### config.mk
export PLATFORM = sky130hd
export DESIGN_NAME = ysyx_22041071_axi_rd_arb
export DESIGN_NICKNAME = d
export VERILOG_FILES = /design/src/rtl/ysyx_22041071_axi_rd_arb.sv
export SDC_FILE = /design/constraint.sdc
export NUM_CORES = 1
export LEC_CHECK = 0
export ABC_AREA = 1
export BUFFER_PORTS_ARGS = -buffer_cell sky130_fd_sc_hd__buf_2
export CAP_MARGIN = 30
export CORE_AREA = 10 10 162 164
export CTS_BUF_LIST = sky130_fd_sc_hd__clkbuf_8 sky130_fd_sc_hd__clkbuf_16
export DETAILED_ROUTE_END_ITERATION = 6
export DIE_AREA = 0 0 172 174
export HOLD_SLACK_MARGIN = 0.03
export PLACE_DENSITY = 0.53
export SLEW_MARGIN = 0
export SYNTH_ARGS = -nofsm -noshare
export SYNTH_HDL_FRONTEND = slang
export SYNTH_SLANG_ARGS = --single-unit
### constraint.sdc
create_clock -name clk -period 1.5 [get_ports clk]
set_clock_uncertainty 0.05 [all_clocks]
set_input_delay 0 -clock clk [delete_from_list [all_inputs] [get_ports clk]]
set_output_delay 0 -clock clk [all_outputs]
set_load 0.05 [all_outputs]
### src/rtl/ysyx_22041071_axi_rd_arb.sv
// Two-master read arbiter feeding a single-outstanding AXI read engine (m0 = ifetch, m1 = load).
// Define YSYX_22041071_ARB_FIXED_PRIO_EN for fixed priority (m1 wins); otherwise round-robin.
module ysyx_22041071_axi_rd_arb #(
  parameter int ADDR_W = 64,
  parameter int DATA_W = 64,
  parameter int LEN_W  = 8,
  parameter int ID_W   = 4
) (
  input  logic              clk,
  input  logic              reset,
  input  logic              m0_req_valid,
  input  logic [ADDR_W-1:0] m0_addr,
  input  logic [LEN_W-1:0]  m0_len,
  input  logic [1:0]        m0_size,
  output logic              m0_req_ready,
  output logic              m0_r_valid,
  output logic [DATA_W-1:0] m0_r_data,
  output logic [1:0]        m0_r_resp,
  output logic              m0_r_last,
  input  logic              m1_req_valid,
  input  logic [ADDR_W-1:0] m1_addr,
  input  logic [LEN_W-1:0]  m1_len,
  input  logic [1:0]        m1_size,
  output logic              m1_req_ready,
  output logic              m1_r_valid,
  output logic [DATA_W-1:0] m1_r_data,
  output logic [1:0]        m1_r_resp,
  output logic              m1_r_last,
  output logic              dn_ar_valid,
  output logic [ID_W-1:0]   dn_id,
  output logic [ADDR_W-1:0] dn_addr,
  output logic [LEN_W-1:0]  dn_len,
  output logic [1:0]        dn_size,
  input  logic              dn_ar_ready,
  input  logic              dn_r_valid,
  input  logic [DATA_W-1:0] dn_r_data,
  input  logic [1:0]        dn_r_resp,
  input  logic              dn_r_last,
  input  logic [ID_W-1:0]   dn_r_id,
  output logic              arb_err
);

  typedef enum logic [1:0] {S_IDLE, S_ADDR, S_DATA} state_t;

  state_t              state_q, state_d;
  logic                rr_ptr_q, rr_ptr_d;
  logic                owner_q, owner_d;
  logic [ADDR_W-1:0]   addr_q, addr_d;
  logic [LEN_W-1:0]    len_q, len_d;
  logic [1:0]          size_q, size_d;
  logic [LEN_W-1:0]    beat_cnt_q, beat_cnt_d;
  logic                arb_err_q, arb_err_d;

  logic [1:0]          req_valid;
  logic [1:0]          req_ready;
  logic [1:0]          r_valid;
  logic [1:0]          r_last;
  logic [DATA_W-1:0]   r_data [2];
  logic [1:0]          r_resp [2];
  logic                any_req;
  logic                winner;

  assign req_valid = {m1_req_valid, m0_req_valid};
  assign any_req   = |req_valid;

`ifdef YSYX_22041071_ARB_FIXED_PRIO_EN
  assign winner = m1_req_valid;
`else
  // On contention rr_ptr names the preferred master.
  assign winner = (&req_valid) ? rr_ptr_q : m1_req_valid;
`endif

  generate
    for (genvar gi = 0; gi < 2; gi++) begin : g_master
      localparam logic MY_IDX = (gi == 1);
      logic sel;
      assign sel           = (state_q == S_DATA) && (owner_q == MY_IDX);
      assign req_ready[gi] = (state_q == S_IDLE) && any_req && (winner == MY_IDX);
      assign r_valid[gi]   = sel & dn_r_valid;
      assign r_last[gi]    = sel & dn_r_last;
      assign r_data[gi]    = sel ? dn_r_data : '0;
      assign r_resp[gi]    = sel ? dn_r_resp : 2'b00;
    end
  endgenerate

  assign m0_req_ready = req_ready[0];
  assign m1_req_ready = req_ready[1];
  assign m0_r_valid   = r_valid[0];
  assign m1_r_valid   = r_valid[1];
  assign m0_r_last    = r_last[0];
  assign m1_r_last    = r_last[1];
  assign m0_r_data    = r_data[0];
  assign m1_r_data    = r_data[1];
  assign m0_r_resp    = r_resp[0];
  assign m1_r_resp    = r_resp[1];

  assign dn_ar_valid = (state_q == S_ADDR);
  assign dn_id       = ID_W'(owner_q);
  assign dn_addr     = addr_q;
  assign dn_len      = len_q;
  assign dn_size     = size_q;
  assign arb_err     = arb_err_q;

  always_comb begin
    state_d    = state_q;
    rr_ptr_d   = rr_ptr_q;
    owner_d    = owner_q;
    addr_d     = addr_q;
    len_d      = len_q;
    size_d     = size_q;
    beat_cnt_d = beat_cnt_q;
    arb_err_d  = arb_err_q;
    case (state_q)
      S_IDLE: begin
        if (dn_r_valid) arb_err_d = 1'b1;
        if (any_req) begin
          owner_d = winner;
          addr_d  = winner ? m1_addr : m0_addr;
          len_d   = winner ? m1_len  : m0_len;
          size_d  = winner ? m1_size : m0_size;
          state_d = S_ADDR;
        end
      end
      S_ADDR: begin
        if (dn_r_valid) arb_err_d = 1'b1;
        if (dn_ar_ready) begin
          state_d    = S_DATA;
          beat_cnt_d = '0;
        end
      end
      S_DATA: begin
        if (dn_r_valid) begin
          if (!(&beat_cnt_q)) beat_cnt_d = beat_cnt_q + LEN_W'(1);
          if (dn_r_id != ID_W'(owner_q)) arb_err_d = 1'b1;
          if (dn_r_last) begin
            // beat_cnt counts beats before this one, so a well-formed burst ends at len.
            if (beat_cnt_q != len_q) arb_err_d = 1'b1;
            state_d = S_IDLE;
`ifndef YSYX_22041071_ARB_FIXED_PRIO_EN
            rr_ptr_d = ~owner_q;
`endif
          end
        end
      end
      default: state_d = S_IDLE;
    endcase
  end

  always_ff @(posedge clk) begin
    if (reset) begin
      state_q    <= S_IDLE;
      rr_ptr_q   <= 1'b0;
      owner_q    <= 1'b0;
      addr_q     <= '0;
      len_q      <= '0;
      size_q     <= 2'b00;
      beat_cnt_q <= '0;
      arb_err_q  <= 1'b0;
    end else begin
      state_q    <= state_d;
      rr_ptr_q   <= rr_ptr_d;
      owner_q    <= owner_d;
      addr_q     <= addr_d;
      len_q      <= len_d;
      size_q     <= size_d;
      beat_cnt_q <= beat_cnt_d;
      arb_err_q  <= arb_err_d;
    end
  end

endmodule

==> impl_metrics.csv, run 1 <==
group,metric,value,unit
die,die_area,29930,µm²
synth,netlist_top_cells_count,"nand2_1, inv_1, nor2_1",
die,dieHeight,174,µm
timing,min_period,1.706,ns
route,vias,8639,
synth,synth_area_leaders,"dfxtp_1, nand2_1, inv_1",
critical_path,crit_top_cell,"buf_6",
route,via_per_inst,4.620,
cts,root_buffer,"clkbuf_16",
timing,fin_tns_setup,-25.09,ns
timing,fmax,586.2,MHz
synth,avgSynthCellArea,5.635,µm²
layout,layout-drive-gt1-share,47.71,%
synth,synth_cell_types,24,
die,core,23120,µm²
die,std_cell_rows,56,
critical_path,critPathRequiredTime,1.45,ns
critical_path,path_class,"reg2out",
cts,insertion_delay,0.36,ns
cts,numCtsBuffers,9,
synth,synth-seq-cells,87,
status,violations,"setup timing",
cts,cts.htree.levels,3,
route,routedWlPerCell,21.53,µm
synth,syn_inst,917,
route,ant_nets,0,
placed_design,port_buffers,439,
grt,overflow,0,
critical_path,slowest_delay,0.37,ns
pwr,power.density,746.2,nW/µm²
cts,cts.sinks,87,
layout,fin_util,57.65,%
synth,ys.flop_type,"dfxtp_1",
layout,fill_cells,1847,
grt,grt_usage,22.19,%
run,max_cap_violations,0,
route,drt-initial-drc-count,584,
route,first_pass_iters,7,
synth,synth_top_area_cell,"dfxtp_1",
synth,async_flop_share,0,%
critical_path,slowest_stage,"dfxtp_4",
die,num_io_pins,443,
die,start_util,22.35,%
synth,yosysMostFrequentCell,"nand2_1",
cts,cts.clk_slew.worst_paths,0.07,ns
die,die_w,172,µm
pwr,peakVddDrop,0.0005393,V
critical_path,worstSetupStartpointType,"flip-flop",
timing,final_max_slew_viol_count,0,
critical_path,path_cells,"nor2_4 -> buf_6 -> nand2_8 -> clkbuf_16 -> nor2_2 -> buf_6",
timing,period_share,113.7,%
pwr,power,9.946,mW
pwr,leakagePower,6.982,nW
timing,fin_ws,-0.2060,ns
layout,final_net_count,1795,
synth,syn_area,5167,µm²
critical_path,cp_data_arrival_time,1.66,ns
grt,antenna_found_initial,7,
placed_design,gp_congestion,0.8594,
grt,grt_pass1_wl,51410,µm
worst_hold_path,min_path_type,"in2reg",
cts,clockBufferDepth,2,
synth,synth-edff-count,0,
synth,yosys_warnings,0,
critical_path,critPathCaptureType,"output port",
placed_design,hpwl,22620,µm
cts,cts_tree,"built",
synth,netlist.area_leader.share,33.70,%
timing,grt_setup_unrepaired,"true",
critical_path,cp_max_fo,7,
synth,ys_seq_area_share,33.70,%
status,status,"finished, violations left",
timing,hold_violations,0,
layout,syn_to_final_growth,157.9,%
route,drc_errors,0,
route,drt_wl_total,40260,µm
grt,grt_max_degree,59,
timing,setup_viol,210,
grt,grt_pass1_vias,8717,
what timing repair did:
item | in CTS | in global routing
hold buffers | 151 | 0
endpoints found under the setup margin | 147 | 219
hold endpoints to repair | 81 | 0
gates resized for setup | 387 | 217
setup buffers | 16 | 7
cloned | 15 | 25
pin swaps | 3 | 10
stage by stage:
| step | cells | area (µm²) | hold slack (ns) | setup WS (ns) |
|---|---|---|---|---|
| after floorplan | 919 | 5398 | 0.01907 | -0.1362 |
| after global placement | 1635 | 8292 | 0.2297 | -0.08582 |
| after detailed placement | 1635 | 8292 | 0.2249 | -0.09736 |
| after CTS | 1833 | 11880 | 0.04147 | -0.1768 |
| after global routing | 1870 | 13330 | 0.1271 | -0.2586 |
| final | 1870 | 13330 | 0.08414 | -0.2060 |
worst max-delay path, delay by kind of cell (launching register included):
kind | cells | cell delay [ns]
AND/OR/NAND/NOR | 3 | 0.38
flip-flops | 1 | 0.37
buffers and inverters | 3 | 0.55
report_power, final:
part	total, mW	leakage (nW)	internal (mW)	switching [mW]
clock network	2.65	0.162	1.51	1.14
registers	2.67	0.717	2.52	0.145
logic	4.63	6.10	1.87	2.76
routing by layer:
metal | vias to the layer above | part of all wire [%] | track usage, %
met3 | 113 | 9.1 | 7.023
met2 | 521 | 51 | 38.90
li1 | 3994 | - | -
met1 | 4011 | 35 | 22.68
met5 | - | 0 | 0
met4 | 0 | 5.4 | 12.47
final timing paths:
check,start,to,slack [ns],cells past startpoint
setup / recovery,state_q[0]$_SDFFE_PP0P_,m0_r_data[41],-0.21,6
hold / removal,dn_ar_ready,state_q[0]$_SDFFE_PP0P_,0.08,5
setup reg to reg,state_q[1]$_SDFFE_PP0P_,dn_addr[36]$_SDFFE_PP0N_,-0.18,11
hold reg to reg,rr_ptr_q$_SDFFE_PP0P_,rr_ptr_q$_SDFFE_PP0P_,0.42,2
layout make-up:
| cell class | instances | area [µm²] | share of cell area [%] |
|---|---|---|---|
| Inverter | 174 | 685.7 | 5.144 |
| Antenna cell | 6 | 15.01 | 0.1126 |
| Clock buffer | 9 | 225.2 | 1.690 |
| Clock inverter | 7 | 110.1 | 0.8261 |
| Tap cell | 290 | 362.8 | 2.722 |
| Multi-Input combinational cell | 610 | 3622 | 27.18 |
| Sequential cell | 87 | 1750 | 13.13 |
| Timing Repair Buffer | 687 | 6558 | 49.20 |
kinds of logic (layout without fill, tap and decap cells):
logic type | after synthesis | after routing | share of synthesized area (%)
AOI/OAI and AO/OA | 22 | 22 | 2.373
adders and majority gates | 1 | 1 | 0.2421
and+or+nand+nor | 577 | 579 | 44.43
DFF | 87 | 87 | 33.70
xor gates and xnor gates | 5 | 5 | 0.8474
buffers and inverters | 224 | 877 | 18.33
other | 1 | 9 | 0.07257
state kept, by name, summed over array words and instances, names as in the netlist:
signal and flops:
rr_ptr_q 1, beat_cnt_q 8, dn_len 8, owner_q 1
arb_err 1, dn_addr 64, state_q 2, dn_size 2
cell usage in the layout (no fill, tap or decap), drive strengths merged:
master       Yosys  final
dfxtp           87     87
nor3             7      7
diode            0      6
xnor2            5      5
nand3           76     76
a21oi           11     11
clkinv           1      1
buf             27    516
o21ai            6      6
ha               1      1
nand2          343    345
dlygate4sd3      0    151
a211oi           1      1
inv            173    176
conb             1      3
o211ai           4      4
nor2           151    151
clkinvlp         0      2
clkbuf          23     29
bufinv           0      2
Note: power is estimated with default switching activity, not from simulation.
==> run 2, diff against run 1 <==
- ABC_CLOCK_PERIOD_IN_PS: not set -> 1500
- CORE_AREA: 10 10 162 164 -> 2 2 173 175
- DIE_AREA: 0 0 172 174 -> 0 0 175 177
- PLACE_DENSITY: 0.53 -> 0.45
==> run 2 against run 1 <==
The flow still finishes with violations (setup timing). Worst setup slack improved by 0.031 ns. Hold slack improved by 0.021 ns. Fmax increased by 1.9%. Die area increased by 3.5%. Final cell count increased by 4.3%. Global-route usage decreased by 4.0 points. Sequential power about the same. Non-clock buffer count decreased by 14.
==> impl_metrics.csv, run 2 (synthesis gave the netlist of run 1 again) <==
group,metric,value,unit
grt,antenna_found_initial,0,
layout,final_common_cell,"nand2_1",
pwr,switchingPower,3.776,mW
worst_hold_path,hold_end,"arb_err$_SDFFE_PP0P_",
die,die_area,30980,µm²
pwr,peakVddDrop,0.0004808,V
timing,grt_setup_unrepaired,"true",
pwr,swShare,41.42,%
layout,multi_input_area,3382,µm²
route,ant_nets,0,
layout,syn_to_final_growth,146.7,%
route,routedWlPerCell,16.72,µm
pwr,clock_power_share,24.6,%
timing,hold_violations,0,
critical_path,worstSetupStartpointType,"flip-flop",
status,status,"finished, violations left",
placed_design,gp_congestion,0.8711,
grt,overflow,0,
timing,min_period,1.675,ns
pwr,power.density,715.1,nW/µm²
layout,layout-drive-gt1-share,47.24,%
layout,final_cell_mix,"nand2_1, buf_2, inv_1, dlygate4sd3_1, buf_6",
layout,diodes,0,
grt,grt_usage,18.20,%
timing,setup_viol,165,
pwr,power,9.116,mW
layout,final_net_count,1781,
critical_path,critPathCaptureType,"output port",
timing,fmax,597.1,MHz
pwr,internal_power,5.340,mW
pwr,comb_power_share,46.2,%
grt,grt_max_degree,59,
worst_hold_path,hold_path.startpoint,"dn_r_id[2]",
placed_design,hpwl,20950,µm
cts,numCtsBuffers,9,
timing,period_share,111.7,%
route,vias,7935,
critical_path,cp_max_fo,8,
worst_hold_path,whs_path_depth,7,
worst_hold_path,min_path_type,"in2reg",
cts,cts_tree,"built",
die,num_io_pins,443,
die,core,29240,µm²
route,drc_errors,0,
grt,top_usage_layer,"met2",
timing,fin_tns_setup,-16.50,ns
critical_path,reg2reg_to,"beat_cnt_q[4]$_SDFFE_PP0P_",
route,first_pass_iters,4,
pwr,seq_power_share,29.1,%
cts,cts.clk_slew.worst_paths,0.07,ns
die,std_cell_rows,63,
route,drt-initial-drc-count,237,
cts,root_buffer,"clkbuf_16",
die,die_w,175,µm
grt,grt_pass1_vias,7769,
grt,grtUsageMet1,18.66,%
run,max_cap_violations,0,
critical_path,rrSetupSlack,-0.09,ns
grt,grt_pass1_wl,43320,µm
critical_path,reg2reg_from,"state_q[0]$_SDFFE_PP0P_",
grt,met2_usage,35.05,%
die,start_util,17.67,%
critical_path,cp_data_arrival_time,1.62,ns
layout,fill_cells,2902,
timing,fin_ws,-0.1749,ns
critical_path,critPathRequiredTime,1.45,ns
critical_path,path_class,"reg2out",
placed_design,dp_slack,-0.1153,ns
layout,largest_reg_flops,64,
status,violations,"setup timing",
pwr,leakagePower,6.770,nW
cts,clockBufferDepth,2,
cts,cts.sinks,87,
cts,insertion_delay,0.34,ns
cts,cts.htree.levels,3,
critical_path,r2r_cells,10,
die,dieHeight,177,µm
route,via_per_inst,4.069,
route,drt_wl_total,32610,µm
timing,final_max_slew_viol_count,0,
grt,use_met3,4.210,%
placed_design,port_buffers,439,
layout,seqCellArea,1748,µm²
## run 2: cell count changes in the layout (fill, tap and decap cells not counted), sizes merged, moves of 2 or more
cell / change
buf: -7
clkbuf: -8
diode: -6
bufinv: -2
clkinv: +2
## run 2: power groups by stage
stage | clock, mW | sequential, mW | combinational [mW]
after floorplan | 0 | 3.38 | 1.30
after global placement | 0 | 2.70 | 2.99
after detailed placement | 0 | 2.71 | 2.98
after CTS | 2.37 | 2.66 | 3.66
after global routing | 2.47 | 2.68 | 4.48
final | 2.25 | 2.66 | 4.21
## run 2: worst max path at each step
| stage | to | cells past startpoint | slack [ns] | from |
|---|---|---|---|---|
| after CTS | m1_r_data[63] | 7 | -0.23 | state_q[1]$_SDFFE_PP0P_ |
| final | m1_r_data[13] | 6 | -0.17 | state_q[0]$_SDFFE_PP0P_ |
| after global placement | beat_cnt_q[6]$_SDFFE_PP0P_ | 9 | -0.17 | state_q[1]$_SDFFE_PP0P_ |
| after global routing | m1_r_data[13] | 6 | -0.23 | state_q[0]$_SDFFE_PP0P_ |
| after floorplan | m0_r_data[10] | 5 | -0.14 | state_q[1]$_SDFFE_PP0P_ |
| after detailed placement | beat_cnt_q[6]$_SDFFE_PP0P_ | 9 | -0.12 | state_q[1]$_SDFFE_PP0P_ |
## run 2: final cells by class
| cell class | count | share of cell area [%] |
|---|---|---|
| multi-input cells | 610 | 26.53 |
| inverters | 174 | 5.261 |
| flip-flops and latches | 87 | 13.71 |
| clock buffers | 9 | 1.767 |
| repair buffers | 673 | 48.48 |
| clock inverters | 7 | 0.4221 |
| well taps | 390 | 3.828 |
## run 2: metrics by stage
| step | utilization [%] | std cells | hold slack [ns] | instance area (µm²) |
|---|---|---|---|---|
| floorplan | - | 919 | 0.01907 | 5398 |
| global placement | 29.35 | 1729 | 0.2312 | 8582 |
| detailed placement | 29.35 | 1729 | 0.2372 | 8582 |
| CTS | 39.93 | 1924 | 0.1011 | 11680 |
| global route | 43.59 | 1950 | 0.1512 | 12750 |
| finish | 43.59 | 1950 | 0.1052 | 12750 |
## run 2: what timing repair did
item,CTS,global route
pin swaps,2,4
setup endpoints to repair,219,222
setup buffers,20,7
hold buffers,152,0
cloned,7,19
resized for setup,296,185
endpoints found under the hold margin,79,0
## run 2: critical path, stage by stage (launching register included)
cell and delay [ns]:
dfxtp_2 0.36, nor2_4 0.19, buf_12 0.15, nand2_8 0.10, buf_16 0.17, nor2_1 0.14, buf_6 0.19
## run 2: routing by layer
layer,vias to the layer above,part of all wire (%)
met4,0,4.6
met5,-,0
met3,56,6.2
li1,3952,-
met2,357,53
met1,3570,36
